`src/rtl/alu_in_responder.sv`:
```
// ALU_in protocol responder: accepts op/a/b on valid&ready,
// executes with op-dependent latency, pulses done with a held result.
module alu_in_responder #(
  parameter int ALU_IN_OP_WIDTH      = 8,
  parameter int ALU_OUT_RESULT_WIDTH = 16,
  parameter int MUL_LATENCY          = 4
) (
  input  logic                            clk,
  input  logic                            rst,
  input  logic                            alu_rst,
  input  logic                            valid,
  input  logic [2:0]                      op,
  input  logic [ALU_IN_OP_WIDTH-1:0]      a,
  input  logic [ALU_IN_OP_WIDTH-1:0]      b,
  output logic                            ready,
  output logic                            done,
  output logic [ALU_OUT_RESULT_WIDTH-1:0] result
);

  localparam int W  = ALU_IN_OP_WIDTH;
  localparam int RW = ALU_OUT_RESULT_WIDTH;
  localparam int CW = (MUL_LATENCY > 1) ? $clog2(MUL_LATENCY) : 1;

  localparam logic [2:0] OP_NOP = 3'b000;
  localparam logic [2:0] OP_ADD = 3'b001;
  localparam logic [2:0] OP_AND = 3'b010;
  localparam logic [2:0] OP_XOR = 3'b011;
  localparam logic [2:0] OP_MUL = 3'b100;
  localparam logic [2:0] OP_RST = 3'b111;

  typedef enum logic {
    IDLE,
    EXEC
  } state_e;

  state_e         state_q, state_d;
  logic [CW-1:0]  cnt_q, cnt_d;
  logic           ready_q, ready_d;
  logic           done_q, done_d;
  logic [RW-1:0]  result_q, result_d;
  logic [2:0]     op_q, op_d;
  logic [W-1:0]   a_q, a_d;
  logic [W-1:0]   b_q, b_d;
  logic [RW-1:0]  f_res;
  logic           rst_term;
  logic           accept;
  logic           skip_op;

  assign rst_term = rst | ~alu_rst;
  assign accept   = (state_q == IDLE) & ready_q & valid;
  assign skip_op  = (op == OP_NOP) | (op == OP_RST);

  always_comb begin
    f_res = '0;
    case (op_q)
      OP_ADD:  f_res = RW'(a_q) + RW'(b_q);
      OP_AND:  f_res = RW'(a_q & b_q);
      OP_XOR:  f_res = RW'(a_q ^ b_q);
      OP_MUL:  f_res = RW'(a_q) * RW'(b_q);
      default: f_res = '0;
    endcase
  end

  always_comb begin
    state_d  = state_q;
    cnt_d    = cnt_q;
    ready_d  = ready_q;
    done_d   = 1'b0;
    result_d = result_q;
    op_d     = op_q;
    a_d      = a_q;
    b_d      = b_q;
    unique case (state_q)
      IDLE: begin
        ready_d = 1'b1;
        if (accept && !skip_op) begin
          op_d    = op;
          a_d     = a;
          b_d     = b;
          cnt_d   = (op == OP_MUL) ? CW'(MUL_LATENCY - 1) : '0;
          state_d = EXEC;
          ready_d = 1'b0;
        end
      end
      EXEC: begin
        if (cnt_q == '0) begin
          result_d = f_res;
          done_d   = 1'b1;
          ready_d  = 1'b1;
          state_d  = IDLE;
        end else begin
          cnt_d = cnt_q - CW'(1);
        end
      end
      default: state_d = IDLE;
    endcase
  end

  always_ff @(posedge clk) begin
    if (rst_term) begin
      state_q  <= IDLE;
      cnt_q    <= '0;
      ready_q  <= 1'b0;
      done_q   <= 1'b0;
      result_q <= '0;
      op_q     <= '0;
      a_q      <= '0;
      b_q      <= '0;
    end else begin
      state_q  <= state_d;
      cnt_q    <= cnt_d;
      ready_q  <= ready_d;
      done_q   <= done_d;
      result_q <= result_d;
      op_q     <= op_d;
      a_q      <= a_d;
      b_q      <= b_d;
    end
  end

  assign ready  = ready_q;
  assign done   = done_q;
  assign result = result_q;

endmodule

```
`config.mk`:
```
export PLATFORM = sky130hd
export DESIGN_NAME = alu_in_responder
export DESIGN_NICKNAME = d
export VERILOG_FILES = /design/src/rtl/alu_in_responder.sv
export SDC_FILE = /design/constraint.sdc
export NUM_CORES = 1
export LEC_CHECK = 0
export CAP_MARGIN = 15
export CELL_PAD_IN_SITES_DETAIL_PLACEMENT = 1
export CELL_PAD_IN_SITES_GLOBAL_PLACEMENT = 1
export CORE_AREA = 3 3 104 96
export DETAILED_ROUTE_END_ITERATION = 16
export DIE_AREA = 0 0 107 99
export GPL_ROUTABILITY_DRIVEN = 0
export GPL_TIMING_DRIVEN = 0
export PLACE_DENSITY_LB_ADDON = 0.1
export SETUP_SLACK_MARGIN = 0.02
export SYNTH_ARGS = -nofsm -noshare
export SYNTH_HDL_FRONTEND = slang
export SYNTH_SLANG_ARGS = --single-unit
```
`constraint.sdc`:
```
create_clock -name clk -period 5.3 [get_ports clk]
set_input_delay 0.53 -clock clk [delete_from_list [all_inputs] [get_ports clk]]
set_output_delay 0.53 -clock clk [all_outputs]
set_load 0.005 [all_outputs]
```
==> flow_summary.yaml, run 1 <==
job:
  maxCapViolations: 0
logic_synthesis:
  synth_top_flop_cell: "dfxtp_1"
  yosysTopAreaCell: "dfxtp_1"
  synth_cell_types: 51
  synthCells: 447
  async_flop_share: 0
  syn-cell-area_um2: 4010
  synth_edf_count: 0
  synth_top_area_frac: 0.200
  yosysSeqAreaShare: 0.200
  yosys_warnings: 0
  synth.top_cells.by_area: "dfxtp_1 20%, fa_1 18%, ha_1 14%, and2_1 7.3%, mux2i_1 5.5%"
  synth_seq_cells: 40
  syn_avg_cell_area_um2: 8.98
  synth_nets: 552
global_routing:
  grt.met1_usage: 0.302
  met3_usage: 0.0249
  grt_busiest_layer: "met2"
  grt_max_degree: 13
  grt_pass1_vias: 3499
  antenna_found_initial: 0
  grt_pass1_wl_mm: 17.7
  grt_use_met2: 0.345
  grt_usage: 0.214
  overflow: 0
cts:
  cts-resized-gates: 0
  numCtsBuffers: 5
  postCtsHoldBufs: 0
  clock_path_buffers: 2
  clock-sinks: 40
  clockRootBuffer: "clkbuf_8"
  cts.htree.levels: 2
  cts_tree: "yes"
  postCtsSetupRepairBufs: 0
  clkTransAtPathRegs_ps: 90
  insertion_delay_ps: 300
pwr:
  powerDensity_nw_per_um2: 132
  p_total_w: 0.000616
  power_leakage_nw: 2.16
  peakVddDrop_v: 0.0000865
timing:
  finalSetupTns_ps: 0
  fmaxAchievable_mhz: 215
  grt_setup_unrepaired: "false"
  relSlewSlack: 0.349
  skew_ps: 13.4
  finalSetupViolations: 0
  fin_crit_sh: 0.876
  worst_pin_slew_ps: 976
  fin_crit_ps: 4640
  maxSlewViolCount: 0
  setup_slack_ps: 655
  hold_viol_final: 0
route:
  vias: 3318
  drtIter0Drc: 136
  via_per_inst: 5.38
  drc_errors: 0
  first_pass_iters: 4
  routedWlPerCell_um: 17.3
  finalWirelength_mm: 10.7
  ant_nets: 0
setup_path:
  r2r_slack_ps: 660
  crit_path_start_kind: "flop"
  reg2regPathDepth: 14
  startpoint: "a_q[4]"
  arrival_ps: 4850
  crit_path_top_delay_cell: "fa_1"
  crit_family: "adder cells"
  r2r_end: "result[12]"
  crit_path_frequent_cell: "fa_1"
  cp_num_buf_inv: 2
  r2r_start: "a_q[4]"
  criticalPathCategory: "reg -> reg"
  cp-end-kind: "flop"
  cp.required_ps: 5510
  worstPathMaxFanout: 9
  path_cells: "ha_1 -> fa_1 -> fa_1 -> fa_1 -> inv_1 -> fa_1 -> inv_1 -> ha_1 -> nand2_1 -> nor2_1 -> a211oi_1 -> a21boi_0 -> xor2_1 -> a22o_1"
  critPathMaxStageDelay_ps: 560
floorplanning:
  row_count: 33
  die_h_um: 99
  io_pins: 41
  die_w_um: 107
  coreArea_um2: 9040
  initial_core_util: 0.444
  die-area_um2: 10600
finish:
  area_delta_synth_final_pct: 16.5
  layout.cells.non_filler: 617
  fin_area_um2: 4670
  fin_nets: 599
  drive_gt1_frac: 0.0384
  antenna_cells: 0
  fill_cells: 1055
placed_design:
  hpwl_mm: 8.53
  dp.cells: 609
  post-place-ws_ps: 684
  place.port_buffers: 40
  placed_cell_area_um2: 4570
hold_path:
  whs_endpoint: "result[9]"
  hp-start: "result[9]"
  hold_path.class: "reg -> reg"
  min_path_cells: 1
run_status:
  status: "finished, final reports clean"
## report_power, final
group	leakage (nW)	switching, W	internal [W]
registers	0.323	0.00000497	0.000303
logic	1.78	0.0000229	0.0000256
clock network	0.0552	0.000120	0.000140
## cells in the mapped netlist (2+ instances only)
master	instances
xor2_1	7
a22o_1	6
inv_1	56
o21a_1	2
nor2b_1	6
o21ai_0	10
ha_1	45
o21bai_1	3
a21oi_2	2
mux2i_1	22
a21o_1	3
nand4_1	4
nand2_1	24
nand3_1	4
buf_2	2
fa_1	37
o22ai_1	5
a221oi_1	2
clkbuf_1	5
xnor2_1	10
nor2_1	43
nand2b_1	4
nor3_1	5
a22oi_1	9
a21oi_1	16
a211oi_1	4
buf_4	2
dfxtp_1	40
and2_1	47
## per-stage QoR
stage          hold WS [ps]   util
6_report                473  0.517
3_5_place_dp            455  0.505
4_1_cts                 479  0.517
5_1_grt                 510  0.517
3_3_place_gp            450  0.505
2_1_floorplan           466      -
## cell families (layout without fill, tap and decap cells)
kind of cell / count (synthesis) / count (layout) / synth area share
flops: 40 / 40 / 0.200
buf+inv: 66 / 114 / 0.0642
simple gates: 144 / 144 / 0.186
xor+xnor: 17 / 17 / 0.0371
fa+ha+maj: 82 / 82 / 0.325
compound gates: 76 / 76 / 0.133
mux: 22 / 22 / 0.0549
## per-layer routing
| metal | wire length (um) | part of all wire | vias to the layer above |
|---|---|---|---|
| li1 | - | - | 1589 |
| met1 | 5110 | 0.48 | 1661 |
| met2 | 5040 | 0.47 | 54 |
| met5 | 0 | 0 | - |
| met4 | 189 | 0.018 | 0 |
| met3 | 364 | 0.034 | 14 |
## cell type report
cell class	count	area, um2	area share
well taps	122	153	0.0327
clock buffers	6	72.6	0.0155
flip-flops and latches	40	801	0.171
multi-input cells	341	2950	0.632
plain buffers	10	47.5	0.0102
repair buffers	40	400	0.0857
inverters	56	210	0.0450
clock inverters	2	35.0	0.00750
## flip-flops by register name (all words and copies together), names as in the netlist
register / flops
a_q: 8
b_q: 8
cnt_q: 2
done: 1
op_q: 3
ready: 1
result: 16
state_q: 1
## worst max-delay path by stage
| stage | endpoint | depth (start not counted) |
|---|---|---|
| 6_report | result[12] | 14 |
| 5_1_grt | result[12] | 14 |
| 4_1_cts | result[12] | 15 |
| 3_5_place_dp | result[12] | 15 |
| 3_3_place_gp | result[12] | 15 |
| 2_1_floorplan | result[11] | 15 |
## placed cells by master, fill, tap and decap left out, types with 3 or more instances in the layout
cell type | Yosys | layout
a22o_1 | 6 | 6
ha_1 | 45 | 45
nor2_1 | 43 | 43
nand2b_1 | 4 | 4
nand3_1 | 4 | 4
xor2_1 | 7 | 7
nor2b_1 | 6 | 6
nand4_1 | 4 | 4
fa_1 | 37 | 37
a22oi_1 | 9 | 9
o21bai_1 | 3 | 3
clkbuf_8 | 0 | 5
dfxtp_1 | 40 | 40
nand2_1 | 24 | 24
inv_1 | 56 | 56
a211oi_1 | 4 | 4
mux2i_1 | 22 | 22
xnor2_1 | 10 | 10
clkbuf_1 | 5 | 6
o21ai_0 | 10 | 10
a21oi_1 | 16 | 16
and2_1 | 47 | 47
clkdlybuf4s50_1 | 0 | 40
nor3_1 | 5 | 5
a21o_1 | 3 | 3
o22ai_1 | 5 | 5
(Power assumes the default switching activity.)
==> run 2, diff against run 1 <==
- CORE_AREA: 3 3 104 96 -> 3 3 101 93
- DIE_AREA: 0 0 107 99 -> 0 0 104 96
- TNS_END_PERCENT: default -> 1
- clock period: 5.3 -> 5.95 ns (I/O delays scaled with it)
==> run 2 against run 1 <==
Effect of this change: cell count decreased by 0.49%; core utilization increased by 3.3 points; hold slack improved by 5.0 ps; clock power decreased by 8.5%; clock skew decreased by 8.0 ps; largest cell class unchanged; fmax decreased by 0.68%; clock-buffer cell count unchanged; sequential power decreased by 11%; non-clock buffer count unchanged; global-route usage increased by 1.2 points; die area decreased by 5.7%; routed wire length increased by 0.41%.
==> flow_summary.yaml, run 2 (same netlist as run 1, synthesis figures left out) <==
global_routing:
  overflow: 0
  grt_usage: 0.225
  grt_max_degree: 13
  grt_pass1_vias: 3487
  grt_pass1_wl_mm: 17.8
  antenna_found_initial: 0
floorplanning:
  row_count: 32
  die-area_um2: 9980
  initial_core_util: 0.473
  coreArea_um2: 8490
  die_h_um: 96
  die_w_um: 104
  io_pins: 41
cts:
  clkTransAtPathRegs_ps: 90
  clock_path_buffers: 2
  insertion_delay_ps: 310
  numCtsBuffers: 5
  postCtsSetupRepairBufs: 0
  postCtsHoldBufs: 0
  cts.htree.levels: 2
  cts-resized-gates: 0
  clockRootBuffer: "clkbuf_8"
  cts_tree: "yes"
  clock-sinks: 40
timing:
  finalSetupTns_ps: 0
  skew_ps: 5.38
  worst_pin_slew_ps: 979
  fmaxAchievable_mhz: 214
  setup_slack_ps: 1270
  relSlewSlack: 0.348
  finalSetupViolations: 0
  fin_crit_ps: 4680
  maxSlewViolCount: 0
  grt_setup_unrepaired: "false"
  hold_viol_final: 0
  fin_crit_sh: 0.786
pwr:
  power_leakage_nw: 2.16
  p_total_w: 0.000556
  peakVddDrop_v: 0.0000725
  powerDensity_nw_per_um2: 119
finish:
  fill_cells: 1036
  final_common_cell: "inv_1"
  largest_register_ffs: 16
  final_cell_mix: "56 x inv_1, 47 x and2_1, 45 x ha_1"
  area_delta_synth_final_pct: 16.4
  antenna_cells: 0
  fin_nets: 599
  drive_gt1_frac: 0.0384
route:
  routedWlPerCell_um: 17.5
  finalWirelength_mm: 10.7
  first_pass_iters: 4
  vias: 3345
  drtIter0Drc: 146
  ant_nets: 0
  via_per_inst: 5.45
  drc_errors: 0
placed_design:
  hpwl_mm: 8.23
  place.port_buffers: 40
  post-place-ws_ps: 1300
setup_path:
  crit_family: "adder cells"
  cp-end-kind: "flop"
  cp_num_buf_inv: 2
  cp.required_ps: 6160
  critPathMaxStageDelay_ps: 580
  crit_path_frequent_cell: "fa_1"
  arrival_ps: 4880
  crit_path_top_delay_cell: "dfxtp_1"
  worstPathMaxFanout: 9
  criticalPathCategory: "reg -> reg"
  path_cells: "ha_1 -> fa_1 -> fa_1 -> fa_1 -> inv_1 -> fa_1 -> inv_1 -> ha_1 -> nand2_1 -> nor2_1 -> a211oi_1 -> a21boi_0 -> xor2_1 -> a22o_1"
  crit_path_start_kind: "flop"
run_status:
  status: "finished, final reports clean"
job:
  maxCapViolations: 0
hold_path:
  hold_path.class: "reg -> reg"
run 2: cell counts in the layout (fill, tap and decap cells not counted):
No cell type changed its count.
run 2: where the power goes:
| group | total (W) | internal (W) | switching, W |
|---|---|---|---|
| Clock | 0.000238 | 0.000125 | 0.000113 |
| Combinational | 0.0000432 | 0.0000228 | 0.0000203 |
| Sequential | 0.000274 | 0.000270 | 0.00000464 |
| Total | 0.000556 | 0.000417 | 0.000138 |
run 2: final timing paths:
check / slack (ps) / from / end / cells past startpoint
worst max-delay path: 1270 / a_q[4] / result[12] / 14
worst min-delay path: 480 / result[9] / result[9] / 1
worst max register to register: 1270 / a_q[4] / result[12] / 14
worst min register to register: 480 / result[9] / result[9] / 1
run 2: layer usage:
metal  routed length, um  vias up  track usage
li1                    -     1588            -
met1                5050     1680        0.303
met2                5190       65        0.393
met3                 394       12       0.0288
met4                 110        0       0.0476
met5                   0        -            0
run 2: cell type report:
class	instances	area, um2	area share
buffer	10	47.5	0.0102
tap	119	149	0.0319
timing repair buffer	40	400	0.0857
inverter	56	210	0.0450
clock inverter	2	35.0	0.00750
multi-input combinational	341	2950	0.633
clock buffer	6	72.6	0.0155
sequential	40	801	0.171
run 2: stage by stage:
step                      cells  hold WS [ps]   util  area [um2]
after CTS                   614           484  0.550        4670
after floorplan             447           466      -        4010
after detailed placement    606           462  0.537        4560
after global routing        614           514  0.550        4670
final                       614           478  0.550        4670
after global placement      606           450  0.537        4560
run 2: worst register-to-register path: stages, from the launching register on:
cell,delay [ps]
dfxtp_1,580
ha_1,320
fa_1,430
fa_1,490
fa_1,550
inv_1,60
fa_1,540
inv_1,50
ha_1,350
nand2_1,180
nor2_1,70
a211oi_1,400
a21boi_0,180
xor2_1,170
a22o_1,200
